==> src/rtl/reset_seq_gen_if.sv <==
// ----------------------------------------------------------------------------
// reset_seq_gen_if
//  Bundles the sequencer's control inputs and reset/status outputs.
//  NUM_CH must match the NUM_CH of the reset_seq_gen instance it connects to.
//
//  Signals
//   LOCK        clock-source lock, asynchronous to CLK
//   SW_RST_REQ  one-cycle pulse requesting a new release sequence
//   CH_MASK     1 = keep that channel in reset for the current sequence
//   RESETn      active-low channel resets, released in index order
//   READY       every release slot of the current sequence has completed
//   STAGE       index of the next channel to release (NUM_CH when done)
//   SEQ_COUNT   completed sequences, saturating at 255
//
//  Modports
//   master  drives the inputs, observes the resets/status (system side)
//   slave   the sequencer itself
// ----------------------------------------------------------------------------
interface reset_seq_gen_if #(
   parameter int NUM_CH = 4
) ();
   localparam int STG_W = $clog2(NUM_CH + 1);

   logic              LOCK;
   logic              SW_RST_REQ;
   logic [NUM_CH-1:0] CH_MASK;
   logic [NUM_CH-1:0] RESETn;
   logic              READY;
   logic [STG_W-1:0]  STAGE;
   logic [7:0]        SEQ_COUNT;

   modport master (
      output LOCK, SW_RST_REQ, CH_MASK,
      input  RESETn, READY, STAGE, SEQ_COUNT
   );

   modport slave (
      input  LOCK, SW_RST_REQ, CH_MASK,
      output RESETn, READY, STAGE, SEQ_COUNT
   );
endinterface

==> src/rtl/reset_seq_gen.sv <==
// ----------------------------------------------------------------------------
// reset_seq_gen
//  Multi-channel reset sequencer. Waits for a filtered clock-lock indication,
//  holds for HOLD_CYCLES, then releases active-low channel resets one at a
//  time every STAGE_CYCLES. Channels can be masked (kept in reset), the whole
//  sequence can be re-run by software, and loss of lock drops every channel
//  back into reset and restarts from lock qualification.
//
//  Ports
//   CLK    in  single clock, rising edge
//   RESET  in  synchronous active-high reset
//   bus    reset_seq_gen_if.slave: LOCK, SW_RST_REQ, CH_MASK in;
//          RESETn, READY, STAGE, SEQ_COUNT out
// ----------------------------------------------------------------------------
module reset_seq_gen #(
   parameter int NUM_CH       = 4,
   parameter int HOLD_CYCLES  = 16,
   parameter int STAGE_CYCLES = 8,
   parameter int LOCK_FILTER  = 4,
   parameter int CNT_W        = 16
) (
   input  logic           CLK,
   input  logic           RESET,
   reset_seq_gen_if.slave bus
);
   localparam int STG_W  = $clog2(NUM_CH + 1);
   localparam int FILT_W = $clog2(LOCK_FILTER + 1);

   typedef enum logic [1:0] {
      S_WAIT_LOCK,
      S_HOLD,
      S_RELEASE,
      S_DONE
   } state_t;

   state_t            r_state;
   logic              r_lock_meta;
   logic              r_lock_s;
   logic [FILT_W-1:0] r_filter;
   logic [CNT_W-1:0]  r_cnt;
   logic [NUM_CH-1:0] r_resetn;
   logic              r_ready;
   logic [STG_W-1:0]  r_stage;
   logic [7:0]        r_seq_count;

   // Bit set for the channel whose slot is current, unless it is masked.
   // r_stage is 0 throughout HOLD, so the same vector serves the channel-0
   // release at the end of HOLD and every later slot in RELEASE.
   logic [NUM_CH-1:0] w_slot_rel;

   genvar gi;
   generate
      for (gi = 0; gi < NUM_CH; gi++) begin : g_slot
         assign w_slot_rel[gi] = (r_stage == STG_W'(gi)) && !bus.CH_MASK[gi];
      end
   endgenerate

   always_ff @(posedge CLK) begin
      if (RESET) begin
         r_state     <= S_WAIT_LOCK;
         r_lock_meta <= 1'b0;
         r_lock_s    <= 1'b0;
         r_filter    <= '0;
         r_cnt       <= '0;
         r_resetn    <= '0;
         r_ready     <= 1'b0;
         r_stage     <= '0;
         r_seq_count <= '0;
      end else begin
         r_lock_meta <= bus.LOCK;
         r_lock_s    <= r_lock_meta;

         if (r_state != S_WAIT_LOCK && !r_lock_s) begin
            // Lock loss is acted on immediately (no filtering) and takes
            // priority over a simultaneous software request.
            r_state  <= S_WAIT_LOCK;
            r_filter <= '0;
            r_cnt    <= '0;
            r_resetn <= '0;
            r_ready  <= 1'b0;
            r_stage  <= '0;
         end else if (r_state != S_WAIT_LOCK && bus.SW_RST_REQ) begin
            // Lock is still good, so skip re-qualification and restart HOLD.
            r_state  <= S_HOLD;
            r_cnt    <= '0;
            r_resetn <= '0;
            r_ready  <= 1'b0;
            r_stage  <= '0;
         end else begin
            case (r_state)
               S_WAIT_LOCK: begin
                  if (!r_lock_s) begin
                     r_filter <= '0;
                  end else if (r_filter == FILT_W'(LOCK_FILTER - 1)) begin
                     r_filter <= FILT_W'(LOCK_FILTER);
                     r_cnt    <= '0;
                     r_state  <= S_HOLD;
                  end else begin
                     r_filter <= r_filter + FILT_W'(1);
                  end
               end

               S_HOLD: begin
                  if (r_cnt == CNT_W'(HOLD_CYCLES - 1)) begin
                     r_resetn <= r_resetn | w_slot_rel;
                     r_stage  <= r_stage + STG_W'(1);
                     r_cnt    <= '0;
                     r_state  <= S_RELEASE;
                  end else begin
                     r_cnt <= r_cnt + CNT_W'(1);
                  end
               end

               S_RELEASE: begin
                  if (r_stage == STG_W'(NUM_CH)) begin
                     // Last slot was taken on the previous edge.
                     r_state <= S_DONE;
                     r_ready <= 1'b1;
                     if (r_seq_count != 8'hFF) begin
                        r_seq_count <= r_seq_count + 8'd1;
                     end
                  end else if (r_cnt == CNT_W'(STAGE_CYCLES - 1)) begin
                     r_resetn <= r_resetn | w_slot_rel;
                     r_stage  <= r_stage + STG_W'(1);
                     r_cnt    <= '0;
                  end else begin
                     r_cnt <= r_cnt + CNT_W'(1);
                  end
               end

               S_DONE: begin
                  // Outputs hold; CH_MASK is ignored until the next sequence.
               end

               default: r_state <= S_WAIT_LOCK;
            endcase
         end
      end
   end

   assign bus.RESETn    = r_resetn;
   assign bus.READY     = r_ready;
   assign bus.STAGE     = r_stage;
   assign bus.SEQ_COUNT = r_seq_count;

endmodule

==> src/flat_wrapper.sv <==
// flat-port wrapper written by rule: the top's interface ports become plain ports
module reset_seq_gen_flat 
#(
   parameter int NUM_CH       = 4,
   parameter int HOLD_CYCLES  = 16,
   parameter int STAGE_CYCLES = 8,
   parameter int LOCK_FILTER  = 4,
   parameter int CNT_W        = 16
)
  (CLK, RESET, bus_LOCK, bus_SW_RST_REQ, bus_CH_MASK, bus_RESETn, bus_READY, bus_STAGE, bus_SEQ_COUNT);
  reset_seq_gen_if #(.NUM_CH(NUM_CH)) bus_i ();
  input  logic CLK;
  input  logic RESET;
  input wire logic [$bits(bus_i.LOCK)-1:0] bus_LOCK;
  input wire logic [$bits(bus_i.SW_RST_REQ)-1:0] bus_SW_RST_REQ;
  input wire logic [$bits(bus_i.CH_MASK)-1:0] bus_CH_MASK;
  output wire logic [$bits(bus_i.RESETn)-1:0] bus_RESETn;
  output wire logic [$bits(bus_i.READY)-1:0] bus_READY;
  output wire logic [$bits(bus_i.STAGE)-1:0] bus_STAGE;
  output wire logic [$bits(bus_i.SEQ_COUNT)-1:0] bus_SEQ_COUNT;
  assign bus_i.LOCK = bus_LOCK;
  assign bus_i.SW_RST_REQ = bus_SW_RST_REQ;
  assign bus_i.CH_MASK = bus_CH_MASK;
  assign bus_RESETn = bus_i.RESETn;
  assign bus_READY = bus_i.READY;
  assign bus_STAGE = bus_i.STAGE;
  assign bus_SEQ_COUNT = bus_i.SEQ_COUNT;
  reset_seq_gen #(.NUM_CH(NUM_CH), .HOLD_CYCLES(HOLD_CYCLES), .STAGE_CYCLES(STAGE_CYCLES), .LOCK_FILTER(LOCK_FILTER), .CNT_W(CNT_W)) u_core (.CLK(CLK), .RESET(RESET), .bus(bus_i));
endmodule
==> config.mk <==
export PLATFORM = sky130hd
export DESIGN_NAME = reset_seq_gen_flat
export DESIGN_NICKNAME = d
export VERILOG_FILES = /design/src/rtl/reset_seq_gen_if.sv /design/src/rtl/reset_seq_gen.sv /design/src/flat_wrapper.sv
export SDC_FILE = /design/constraint.sdc
export NUM_CORES = 1
export LEC_CHECK = 0
export CORE_UTILIZATION = 35
export CTS_CLUSTER_SIZE = 14
export DETAILED_ROUTE_END_ITERATION = 8
export PLACE_DENSITY = 0.6
export SKIP_CTS_REPAIR_TIMING = 1
export SYNTH_ARGS = -nofsm -noshare
export SYNTH_HDL_FRONTEND = slang
export SYNTH_SLANG_ARGS = --single-unit
==> constraint.sdc <==
create_clock -name CLK -period 2.8 [get_ports CLK]
set_input_delay 0.56 -clock CLK [delete_from_list [all_inputs] [get_ports CLK]]
set_output_delay 0.56 -clock CLK [all_outputs]
set_load 0.1 [all_outputs]
==> impl_metrics.toml <==
[outcome]
status = "finished clean"

[route]
drtAntennaViolNets = 0
viasPerCell = 5.21
wirelength_microns = 4510
drcViolationCount = 0
firstDrtPassIters = 4
num_vias = 1822
post_drt_wl_per_cell_microns = 12.9
first_iter_violations = 78

[place]
gp_congestion = 0.814
placed_area_sq_um = 2380
dp.cells = 342
port_buffers = 23
hpwl_microns = 3220

[yosys]
synth_enable_flop_cells = 0
synthTopCellsByArea = "dfxtp_1, ha_1, nand3_1"
yosysTopAreaCellShare = 0.375
synth.avg_cell_area_sq_um = 8.41
syn_area_sq_um = 2080
seq_area_frac_synth = 0.375
synth_nets = 271
synth_cells = 248
ys_seq_elements = 39
yosys_warnings = 0
synth.distinct_cells = 43
synth_flop_cell = "dfxtp_1"
yosys.area.top_type = "dfxtp_1"
async_flop_share = 0

[timing]
slew_viol_final = 0
slew_headroom = 0.574
fin_skew_ps = 7.23
tns_ps = 0
setup_viol = 0
final_hold_viol_count = 0
worst_slew_pin_slew_ps = 633
fmax_mhz = 419
rsz0062_at_grt = "false"
fin_crit_ps = 2390
whs_ps = 438
timing.final.crit_share = 0.853

[grt]
grt_pass1_wl_microns = 7710
grt_max_degree = 16
grtUsageMet1 = 0.201
grt_use_total = 0.157
grt_pass1_vias = 1691
gr-max-usage-layer = "met2"
overflow = 0
use_met3 = 0.0322
met2_usage = 0.251
antenna_found_initial = 0

[setup_path]
path_max_fanout = 13
rr_worst_depth = 8
critPathCaptureType = "flip-flop"
worst-setup-path-type = "flip-flop to flip-flop"
arrival_ps = 2550
critPathLaunchType = "flip-flop"
worstPathRequired_ps = 2960

[cells_and_area]
final_common_cell = "dfxtp_1"
nets = 300
layout_common_cells = "dfxtp_1, nor2_1, nand3_1, buf_4, nand2_1"
stdcell_count = 350
antennaDiodeCount = 0
drive_gt1_frac = 0.137
finalInstanceArea_sq_um = 2480
fillers = 586
area_delta_synth_final_pct = 19.1

[die]
core_area_sq_um = 5610
start_util = 0.372
die_h_microns = 79.2
io_pins = 24
die_w_microns = 79.2
num_rows = 27
die-area_sq_um = 6270

[clocking]
htreeDepth = 2
clk_latency_ps = 290
numCtsBuffers = 5
clock_sinks = 39
clockBufferDepth = 2
cts_tree = "done"
clkSlewWorstSetupHoldPaths_ps = 80
clockRootBuffer = "clkbuf_8"

[power_and_ir_drop]
leakagePower_nw = 0.892
max-vdd-ir-drop_mv = 0.277
power_density_nw_per_um2 = 405

[worst_hold_path]
hold_class = "flip-flop to flip-flop"
holdPathStages = 1

[flow_run]
cap_violations = 0
==> cells in the mapped netlist, types with 2 or more instances <==
| cell type | n |
|---|---|
| or3_1 | 7 |
| and3_1 | 4 |
| xor2_1 | 3 |
| or3b_1 | 2 |
| nand4_1 | 7 |
| nand2b_1 | 4 |
| a21oi_1 | 10 |
| nand3b_1 | 3 |
| xnor2_1 | 10 |
| a21o_1 | 2 |
| mux2i_1 | 3 |
| nor3b_1 | 4 |
| nor2_1 | 26 |
| dfxtp_1 | 39 |
| mux2_2 | 2 |
| nand3_1 | 22 |
| buf_2 | 2 |
| nor2b_1 | 5 |
| or2_2 | 4 |
| nor3_1 | 7 |
| a31oi_1 | 6 |
| and2_1 | 2 |
| nand2_1 | 18 |
| nor4_1 | 7 |
| inv_1 | 6 |
| ha_1 | 15 |
| clkbuf_1 | 4 |
| o21ai_0 | 9 |
==> sequential cells by signal, summed over array words and instances (netlist names) <==
| signal | count |
|---|---|
| u_core.bus.READY | 1 |
| u_core.bus.RESETn | 4 |
| u_core.bus.SEQ_COUNT | 8 |
| u_core.bus.STAGE | 3 |
| u_core.r_cnt | 16 |
| u_core.r_filter | 3 |
| u_core.r_lock_meta | 1 |
| u_core.r_lock_s | 1 |
| u_core.r_state | 2 |
==> worst max-delay path, stage by stage (launching register included) <==
cell and delay, ps:
dfxtp_1 420, inv_1 120, ha_1 310, a21boi_1 180
or3_1 400, buf_4 200, nor4_1 410, xnor2_1 170
nor2_1 50
==> through the flow <==
stage	utilization	worst slack, ps	total power, mW
global placement	0.425	511	0.601
floorplan	-	204	0.583
finish	0.443	412	1.01
detailed placement	0.425	431	0.601
global route	0.443	175	1.05
CTS	0.443	384	1.02
==> report_power, final <==
group          internal (mW)  switching [mW]
logic                 0.0159          0.0142
registers              0.556         0.00133
clock network          0.225           0.193
==> cell type report <==
cell class,instances,area [sq um],share of cell area
Sequential cell,39,783,0.316
Timing Repair Buffer,29,235,0.0948
Inverter,6,22.5,0.00907
Multi-Input combinational cell,196,1250,0.504
Tap cell,72,90.1,0.0363
Clock buffer,8,100,0.0403
==> final timing paths <==
kind / end / start / slack [ps]
max reg2reg: u_core.r_cnt[9] / u_core.r_state[0] / 410
min reg2reg: u_core.r_lock_s / u_core.r_lock_meta / 440
max: u_core.r_cnt[9] / u_core.r_state[0] / 410
min: u_core.r_lock_s / u_core.r_lock_meta / 440
==> per-layer routing <==
layer  vias up  part of all wire  wire (microns)
li1        949                 -               -
met1       827              0.49            2210
met2        40              0.45            2050
met3         6             0.039             175
met4         0             0.018              80
met5         -                 0               0
==> logic make-up after synthesis <==
logic type,count (synthesis),share of synthesized area
AND/OR/NAND/NOR,126,0.319
flip-flops,39,0.375
AO/OA/AOI/OAI,37,0.111
adder cells (fa/ha/maj),15,0.0900
XOR/XNOR,13,0.0546
buffers and inverters,13,0.0252
multiplexers,5,0.0252
Power figures use the tool's default switching activity.
==> patch, RTL diff (same settings) <==
Encoding of `state_t`: now Gray code (2 bits for 4 states).
--- a/src/rtl/reset_seq_gen.sv
+++ b/src/rtl/reset_seq_gen.sv
@@ -27,10 +27,10 @@
    localparam int FILT_W = $clog2(LOCK_FILTER + 1);
 
    typedef enum logic [1:0] {
-      S_WAIT_LOCK,
-      S_HOLD,
-      S_RELEASE,
-      S_DONE
+      S_WAIT_LOCK = 2'b00,
+      S_HOLD      = 2'b01,
+      S_RELEASE   = 2'b11,
+      S_DONE      = 2'b10
    } state_t;
 
    state_t            r_state;
Function: no difference found for any inputs over 10 cycles, from zero or initial values and one cycle with RESET high; not proved beyond that.
==> patch against the original RTL <==
Die area down 4.5%; clock power increased by 17%; synthesized cell count fell by 4.8%; maximum frequency increased by 19%; routed wire length fell by 5.6%; clock skew increased by 3.2 ps; design area shrank 6.3%; setup slack better by 380 ps; global-route usage is 0.18 points lower; cell count decreased by 6.0%; critical path depth shrank 1; synthesized area down 4.6%; power is 6.7% higher; sequential cell count unchanged; critical endpoint is now u_core.r_cnt[14]$_SDFFE_PP0P_; largest power group unchanged; highest routed layer unchanged.
==> patch: results (changes against the original RTL) <==
| Metric | Value |
|---|---|
| Status | finished, final reports clean (unchanged) |
| Fin nets | 273 (was 300) |
| R2r startpoint | u_core.bus.STAGE[0]$_SDFFE_PP0P_ (was u_core.r_state[0]$_SDFFE_PP0P_) |
| Starting DRC count in detailed routing | 153 (was 78) |
| GP Congestion | 0.806 (was 0.814) |
| Max incr delay on CP | 510 ps (was 420 ps) |
| CP Data Arrival Time | 2240 ps (was 2550 ps) |
| Rel. slew slack | 0.511 (was 0.574) |
| CP max-delay cell | or4_1 (was dfxtp_1) |
| PortBufs | 23 (unchanged) |
| Critical Path Fanout Max | 11 (was 13) |
| Fin Clk Skew | 10.5 ps (was 7.23 ps) |
| R2R cell count | 7 (was 8) |
| Seq/Total Area, Yosys | 0.392 (was 0.375) |
| DR vias | 1743 (was 1822) |
| Max rail drop VDD | 0.000281 V (was 0.000277 V) |
| Pre-CTS WS | 510 ps (was 431 ps) |
| Commonest cells post-synth | dfxtp_1, nor2_1, nand3_1, nand2_1 (was dfxtp_1, nor2_1, nand3_1, nand2_1, ha_1) |
| Fmax achieved | 498 MHz (was 419 MHz) |
| Vias in the first global route | 1604 (was 1691) |
| GRT Total Usage | 0.155 (was 0.157) |
| RR Endpoint | u_core.r_cnt[14]$_SDFFE_PP0P_ (was u_core.r_cnt[9]$_SDFFE_PP0P_) |
| Largest net degree at the start of global routing | 17 (was 16) |
| Fillcell total | 571 (was 586) |
| Ranking of synthesized cells by area | dfxtp_1, ha_1, nand3_1 (unchanged) |
| CTS root buf | clkbuf_8 (unchanged) |
| Final WL | 4.26 mm (was 4.51 mm) |
| Layout cells sized above 1 | 0.136 (was 0.137) |
| Global-route wire length before repair | 7.56 mm (was 7.71 mm) |
| DP HPWL | 2.92 mm (was 3.22 mm) |
| Worst reg-to-reg setup slack | 790 ps (was 410 ps) |
| Pleak | 0.828 nW (was 0.892 nW) |
[patch: per-layer routing]
layer  global-route usage  vias to the layer above  share of wire
li1                     -                      886              -
met1                0.209                      806           0.50
met2                0.241                       44           0.43
met3               0.0365                        7          0.051
met4               0.0566                        0          0.015
met5                    0                        -              0
[patch: cell families (layout without fill, tap and decap cells)]
logic type,Yosys count,after routing,share of synthesized area
AO/OA/AOI/OAI,37,37,0.118
multiplexers,4,4,0.0201
flip-flops,39,39,0.392
adder cells (fa/ha/maj),9,9,0.0566
AND/OR/NAND/NOR,121,121,0.331
XOR/XNOR,7,7,0.0308
buffers and inverters,19,40,0.0509
[patch: final cells by class]
class,count,share of cell area
clock inverter,2,0.0151
inverter,7,0.0113
tap,72,0.0387
timing repair buffer,25,0.0882
multi-input combinational,178,0.476
sequential,39,0.335
clock buffer,6,0.0355
[patch: worst min path at each step]
stage	slack, ps	depth (start not counted)	startpoint	end
finish	440	1	u_core.r_lock_meta$_SDFF_PP0_	u_core.r_lock_s$_SDFF_PP0_
global route	470	1	u_core.r_lock_meta$_SDFF_PP0_	u_core.r_lock_s$_SDFF_PP0_
CTS	450	1	u_core.r_lock_meta$_SDFF_PP0_	u_core.r_lock_s$_SDFF_PP0_
detailed placement	430	1	u_core.r_lock_meta$_SDFF_PP0_	u_core.r_lock_s$_SDFF_PP0_
global placement	420	1	u_core.r_lock_meta$_SDFF_PP0_	u_core.r_lock_s$_SDFF_PP0_
floorplan	410	1	u_core.r_lock_meta$_SDFF_PP0_	u_core.r_lock_s$_SDFF_PP0_
[patch: per-stage QoR]
step                instance area [um2]  instances
floorplan                          1990        236
global placement                   2210        321
detailed placement                 2210        321
CTS                                2330        329
global route                       2330        329
finish                             2330        329
[patch: worst max-delay path, delay by kind of cell (launching register included)]
kind	cells	cell delay, ps
buf+inv	1	110
flops	1	400
compound gates	1	340
fa+ha+maj	1	260
simple gates	4	840
[patch: report_power, final]
group | internal [mW] | switching [mW] | leakage (nW)
registers | 0.556 | 0.000796 | 0.314
logic | 0.0135 | 0.0130 | 0.453
clock network | 0.288 | 0.201 | 0.0612
